[config.mk]
export PLATFORM = sky130hd
export DESIGN_NAME = ip1_blob_packer
export DESIGN_NICKNAME = d
export VERILOG_FILES = /design/src/rtl/ip1_blob_packer.sv
export SDC_FILE = /design/constraint.sdc
export NUM_CORES = 2
export LEC_CHECK = 0
export CELL_PAD_IN_SITES_DETAIL_PLACEMENT = 1
export CELL_PAD_IN_SITES_GLOBAL_PLACEMENT = 1
export CORE_ASPECT_RATIO = 0.5
export CORE_UTILIZATION = 51
export DETAILED_ROUTE_END_ITERATION = 12
export PLACE_DENSITY_LB_ADDON = 0.1
export SYNTH_ARGS = -nofsm -noshare
export SYNTH_HDL_FRONTEND = slang
export SYNTH_HIERARCHICAL = 1
export SYNTH_SLANG_ARGS = --single-unit
[constraint.sdc]
create_clock -name clk -period 66.4 [get_ports clk]
set_clock_uncertainty 0.1 [all_clocks]
set_input_delay 13.28 -clock clk [delete_from_list [all_inputs] [get_ports clk]]
set_output_delay 13.28 -clock clk [all_outputs]
set_load 0.01 [all_outputs]
[src/rtl/ip1_blob_packer.sv]
// Repacks the ip1 64-bit result stream into 512-bit blob words.
// Each word passes through a small output FIFO; optional per-lane ReLU; a partial eop word is zero-padded.

module ip1_blob_packer_lane #(
    parameter int DW   = 16,
    parameter int RELU = 0
) (
    input  logic [DW-1:0] i_v,
    output logic [DW-1:0] o_v
);
    assign o_v = (RELU != 0 && i_v[DW-1]) ? '0 : i_v;
endmodule

module ip1_blob_packer #(
    parameter int DW         = 16,
    parameter int DIN_W      = 64,
    parameter int DOUT_W     = 512,
    parameter int FIFO_DEPTH = 2,
    parameter int RELU       = 0
) (
    input  logic              clk,
    input  logic              rst,
    output logic              blob_din_rdy,
    input  logic              blob_din_en,
    input  logic              blob_din_eop,
    input  logic [DIN_W-1:0]  blob_din,
    input  logic              blob_dout_rdy,
    output logic              blob_dout_en,
    output logic              blob_dout_eop,
    output logic [DOUT_W-1:0] blob_dout,
    output logic              err_overflow
);
    localparam int LANES = DIN_W / DW;
    localparam int RATIO = DOUT_W / DIN_W;
    localparam int CW    = (RATIO > 1) ? $clog2(RATIO) : 1;
    localparam int PW    = (FIFO_DEPTH > 1) ? $clog2(FIFO_DEPTH) : 1;
    localparam int NW    = $clog2(FIFO_DEPTH + 1);
    localparam logic [CW-1:0] LAST = CW'(RATIO - 1);

    typedef struct packed {
        logic              eop;
        logic [DOUT_W-1:0] data;
    } ent_t;

    logic [CW-1:0]     r_cnt;
    logic [DOUT_W-1:0] r_pack;
    ent_t              r_mem [FIFO_DEPTH];
    logic [PW-1:0]     r_wptr;
    logic [PW-1:0]     r_rptr;
    logic [NW-1:0]     r_count;
    logic              r_err;

    logic [DIN_W-1:0]  w_beat;
    logic [DOUT_W-1:0] w_word;
    logic              w_acc;
    logic              w_push;
    logic              w_pop;
    ent_t              w_head;

    for (genvar l = 0; l < LANES; l++) begin : g_lane
        ip1_blob_packer_lane #(.DW(DW), .RELU(RELU)) u_lane (
            .i_v (blob_din[l*DW +: DW]),
            .o_v (w_beat[l*DW +: DW])
        );
    end

    // The pack register is cleared after every word, so slots above the
    // current beat are already zero when a partial word is pushed.
    for (genvar b = 0; b < RATIO; b++) begin : g_slot
        assign w_word[b*DIN_W +: DIN_W] = (r_cnt == CW'(b)) ? w_beat : r_pack[b*DIN_W +: DIN_W];
    end

    function automatic logic [PW-1:0] f_inc(input logic [PW-1:0] p);
        return (p == PW'(FIFO_DEPTH - 1)) ? '0 : p + PW'(1);
    endfunction

    assign blob_din_rdy  = (r_count < NW'(FIFO_DEPTH));
    assign w_acc         = blob_din_en & blob_din_rdy;
    assign w_push        = w_acc & (blob_din_eop | (r_cnt == LAST));
    assign blob_dout_en  = (r_count != '0) & blob_dout_rdy;
    assign w_pop         = blob_dout_en;
    assign w_head        = r_mem[r_rptr];
    assign blob_dout     = (r_count != '0) ? w_head.data : '0;
    assign blob_dout_eop = (r_count != '0) ? w_head.eop : 1'b0;
    assign err_overflow  = r_err;

    always_ff @(posedge clk) begin
        if (rst) begin
            r_cnt   <= '0;
            r_pack  <= '0;
            r_wptr  <= '0;
            r_rptr  <= '0;
            r_count <= '0;
            r_err   <= 1'b0;
        end else begin
            if (w_acc) begin
                if (w_push) begin
                    r_cnt  <= '0;
                    r_pack <= '0;
                end else begin
                    r_cnt  <= r_cnt + CW'(1);
                    r_pack <= w_word;
                end
            end
            if (w_push) r_wptr <= f_inc(r_wptr);
            if (w_pop)  r_rptr <= f_inc(r_rptr);
            case ({w_push, w_pop})
                2'b10:   r_count <= r_count + NW'(1);
                2'b01:   r_count <= r_count - NW'(1);
                default: r_count <= r_count;
            endcase
            if (blob_din_en && !blob_din_rdy) r_err <= 1'b1;
        end
    end

    always_ff @(posedge clk) begin
        if (w_push) r_mem[r_wptr] <= '{eop: blob_din_eop, data: w_word};
    end
endmodule

### Word-level counts from Yosys, hierarchy flattened

Memory sizes are Yosys's and may differ from the RTL's. A register that Yosys moved wholly into a read port is not among the register bits.
Index checks and enable logic that the tools add are counted.

| operators by class | value |
|---|---|
| $add $sub $neg | 5 |
| $lt $le $gt $ge | 1 |
| eq/ne operators | 9 |
| muxes and demuxes | 19 |
| bitwise operators | 4 |
| reductions and logical operators | 5 |

Operators with widths:

| cell | number |
|---|---|
| 512-bit 2-to-1 mux | 2 |
| 64-bit 2-to-1 mux | 8 |
| 3-bit equality test, second input constant | 4 |
| 1-bit 2-to-1 mux | 7 |
| 3-bit by 2-bit equality test with 1-bit output, second input constant | 2 |
| 2-bit case mux with 2 select lines | 1 |
| 2-bit nonzero test | 2 |
| 3-bit by 1-bit adder with 3-bit output, second input constant | 1 |
| 1-bit AND | 3 |
| 3-bit by 1-bit equality test with 1-bit output, second input constant | 1 |
| 3-bit zero test | 1 |
| 3-bit 2-to-1 mux | 1 |
| 1-bit adder, second input constant | 2 |
| 2-bit by 1-bit adder with 2-bit output, second input constant | 1 |
| 2-bit by 1-bit equality test with 1-bit output, second input constant | 1 |
| 2-bit equality test, second input constant | 1 |
| 2-bit < comparator, second input constant | 1 |
| 2-bit by 1-bit subtractor with 2-bit output, second input constant | 1 |
| 1-bit logical AND | 1 |
| 1-bit zero test | 1 |
| 1-bit bitwise OR | 1 |

| storage, ports and cells | value |
|---|---|
| register bits | 520 |
| RAM bits | 1026 |
| bits of input ports | 69 |
| output and inout port bits | 516 |
| logic and storage cells | 50 |
| memories | 1 |

Memories:

| memory | depth | bits a word | rd ports | clocked after memory_dff | write ports | line | source |
|---|---|---|---|---|---|---|---|
| r_mem | 2 | 513 | 1 | 1 | 1 | 47 | `ent_t r_mem [FIFO_DEPTH];` |

### Logic depth before layout (Yosys ltp)

| logic depth | value |
|---|---|
| depth after elaboration | 5 |
| mapped depth | 9 |

### Cells and area by module

Netlist, hierarchy kept.

By module, submodules not included:

| module | instances | cells an instance | area each (sq um) |
|---|---|---|---|
| ip1_blob_packer | 1 | 4937 | 63420.8 |
| ip1_blob_packer_lane | 4 | 16 | 120.1 |

### Worst setup path after synthesis

Ideal clock, no wire load.

| path | value |
|---|---|
| path type | in2reg |
| start point | input blob_din_en |
| end point | memory r_mem[1][0] in the netlist's numbering, enable pin |
| library setup time | 1400 ps |
| data arrival time | 35184 ps |
| required time | 64900 ps |
| path slack | 29716 ps |
| stages | 5 |
| buffers on the path | 2 |
| cell sequence | nand2b_1 > buf_2 > buf_2 > or2_2 > nor2_1 |

| between the ends | value |
|---|---|
| longest elaborated chain between the ends | 4 |

RTL lines:

| item | line | source |
|---|---|---|
| start: declaration | 24 | `input logic blob_din_en,` |
| 1-bit AND | 78 | `assign w_acc = blob_din_en & blob_din_rdy;` |
| 1-bit AND | 79 | `assign w_push = w_acc & (blob_din_eop \| (r_cnt == LAST));` |
| 1-bit 2-to-1 mux | 117 | `if (w_push) r_mem[r_wptr] <= '{eop: blob_din_eop, data: w_word};` |
| 1-bit 2-to-1 mux (implied by the code) | 117 |  |
| end: declaration | 47 |  |

No other way between the ends.

### Worst setup path after layout

| path | value |
|---|---|
| start point | input blob_dout_rdy |
| end point | output blob_dout_en |

| between the ends | value |
|---|---|
| longest elaborated chain between the ends | 1 |

RTL lines:

| item | line | source |
|---|---|---|
| start: declaration | 27 | `input logic blob_dout_rdy,` |
| 1-bit AND | 80 | `assign blob_dout_en = (r_count != '0) & blob_dout_rdy;` |
| end: declaration | 28 | `output logic blob_dout_en,` |

No other way between the ends.

==> impl_metrics.tcl <==
set metrics [dict create \
    grt_pass1_wl_um 281000 \
    worstSetupPathType "in2out" \
    gp_congestion 0.787 \
    viasPerCell 5.95 \
    use_met3 0.0339 \
    synthCells 5001 \
    synth_cell_type_count 31 \
    fp.dieH_um 252 \
    tightest_slew_ps 1260 \
    synth_area_um2 63900 \
    ant_nets 0 \
    num_vias 42117 \
    cap_viol_max_count 0 \
    synth_warnings 6 \
    root_buffer "clkbuf_16" \
    cp.required_ps 53020 \
    postLayoutCoreUtil 0.603 \
    pwr-share-seq 0.412 \
    placedCellCount 6817 \
    final_cell_mix "1,026 x edfxtp_1, 648 x nor2_1, 583 x clkdlybuf4s50_1" \
    area_delta_synth_final_pct 16.8 \
    grt-ovfl-total 0 \
    layout.nets 5360 \
    cts_setup_buffers 0 \
    use_met1 0.384 \
    fin_cells 7077 \
    synth_fa_ha_area_frac 0.00137 \
    antenna_found_initial 3 \
    ctsLongestPathBuffers 3 \
    tritoncts "built" \
    swShare 0.305 \
    yosys.area_share.simple 0.0732 \
    clock_sinks 1547 \
    io_buffers 584 \
    clock_latency_ps 760 \
    met2_usage 0.509 \
    slew_headroom 0.161 \
    p_int_w 0.00184 \
    synth_top_family_by_area "multiplexers" \
    cts_hold_buf 0 \
    h-tree-depth 4 \
    drc 0 \
    final_common_cell "edfxtp_1" \
    ys_ff_latch 1547 \
    synth-xor-area-share 0.000411 \
    power_frac_clock 0.312 \
    status "finished clean" \
    setup_viol 0 \
    synth_mux_area_frac 0.148 \
    dieArea_um2 127000 \
    cts_made_buffers 139 \
    fillerInstances 11995 \
    cp-start-kind "primary input" \
    finalSetupTns_ps 0 \
    p_per_area_nw_per_um2 35.4 \
    dp_hpwl_um 112000 \
    core_um2 124000 \
    worstPathArrival_ps 14540 \
    r2r_slack_ps 60060 \
    drv_slew 0 \
    drt-total-wl_um 192000 \
    grt_pass1_vias 44351 \
    fin_crit_sh 0.421 \
    p_leak_nw 24.7 \
    path_clk_slew_ps 70 \
    ys_seq_area_frac 0.645 \
    hp-class "reg2reg" \
    grt_max_degree 200 \
    dr.pass1.iters 6 \
    hold_violations 0 \
    fmax_ghz 0.0358 \
    first_iter_violations 3205 \
    rows 91 \
    grt_usage 0.296 \
    wl_per_cell_um 27.1 \
    initial_core_util 0.516 \
    rsz0062_at_grt "false" \
    synth_nets 5077 \
    power.switching_w 0.000805 \
    io_pins 585 \
    fin_crit_ps 27920 \
    ir_worst_vdd_mv 0.0409 \
    combPwrFrac 0.276 \
    drive_gt1_frac 0.126 \
    busiest_layer "met2" \
    synth_area_per_cell_um2 12.8 \
    fp.dieW_um 503 \
    endpoint_kind "output pin" \
    critical_path.max_fanout 2 \
    cts_resized 0 \
    synth-compound-area-share 0.0770 \
]
## synth_stat cells
cell	number	area, um^2
o311a_1	3	30.0
a211oi_4	1	20.0
mux2_2	384	4320
nor2_1	651	2440
nor2b_1	4	25.0
edfxtp_1	1026	30800
clkbuf_1	168	631
and4bb_2	3	37.5
nand3b_1	56	420
inv_1	264	991
o21ai_1	11	55.1
buf_4	69	518
o32ai_1	256	2240
o21ai_0	248	1240
a21oi_1	68	340
or3_1	2	12.5
buf_1	8	30.0
nand2b_1	129	807
ha_1	7	87.6
nand4b_1	8	70.1
nand2_1	137	514
xor2_1	2	17.5
mux2i_1	513	5130
buf_2	263	1320
xnor2_1	1	8.76
or2_2	1	6.26
dfxtp_1	521	10400
nor4b_4	1	23.8
a22oi_1	130	976
a21oi_2	2	17.5
nand3_1	64	320
## stage by stage
stage          setup WS (ps)  hold slack [ps]  power, W  cell area (um^2)
4_1_cts                38470              376   0.00266             74700
3_3_place_gp           38410              353   0.00183             70100
2_1_floorplan          29720              346   0.00150             63900
5_1_grt                38430              390   0.00273             74700
3_5_place_dp           38480              364   0.00184             70100
6_report               38480              372   0.00264             74700
## power by group through the flow
stage | Combinational (W) | Sequential, W | Clock [W]
after floorplan | 0.000373 | 0.00112 | 0
after global placement | 0.000725 | 0.00111 | 0
after detailed placement | 0.000733 | 0.00111 | 0
after CTS | 0.000738 | 0.00109 | 0.000833
after global routing | 0.000767 | 0.00109 | 0.000869
final | 0.000729 | 0.00109 | 0.000823
## final cells by class
cell class | count | area, um^2 | area share
timing repair buffer | 650 | 6380 | 0.0855
tap | 1674 | 2090 | 0.0281
inverter | 264 | 998 | 0.0134
multi-input combinational | 2682 | 19400 | 0.259
clock inverter | 45 | 438 | 0.00587
antenna | 3 | 7.51 | 0.000101
clock buffer | 212 | 4130 | 0.0554
sequential | 1547 | 41200 | 0.552
## layer usage
layer | share of wire | vias to the layer above
met5 | 0 | -
met1 | 0.42 | 21971
li1 | - | 18552
met3 | 0.048 | 314
met2 | 0.50 | 1280
met4 | 0.033 | 0
## final timing paths
| kind | start | end | cells after the start |
|---|---|---|---|
| max | blob_dout_rdy | blob_dout_en | 4 |
| min | r_pack[110] | r_pack[110] | 2 |
| min reg2reg | r_pack[110] | r_pack[110] | 2 |
| max reg2reg | r_cnt[2] | r_mem[0][77] | 7 |
## flip-flops by register name, summed over array words and instances, names as in the netlist, named ones only
| name | flops |
|---|---|
| err_overflow | 1 |
| r_mem | 1026 |
| r_cnt | 3 |
| r_pack | 512 |
| r_count | 2 |
| r_wptr | 1 |
| r_rptr | 1 |
## critical path, stage by stage
cell,delay (ps)
clkdlybuf4s50_1,460
o21ai_0,130
inv_1,130
clkdlybuf4s50_1,540
## cells by family after synthesis
kind of cell / count (synthesis)
buffers and inverters: 772
DFF: 1547
and+or+nand+nor: 1056
AOI/OAI and AO/OA: 719
muxes: 897
adders and majority gates: 7
xor gates and xnor gates: 3
No activity file was read; power rests on OpenSTA's default activity.
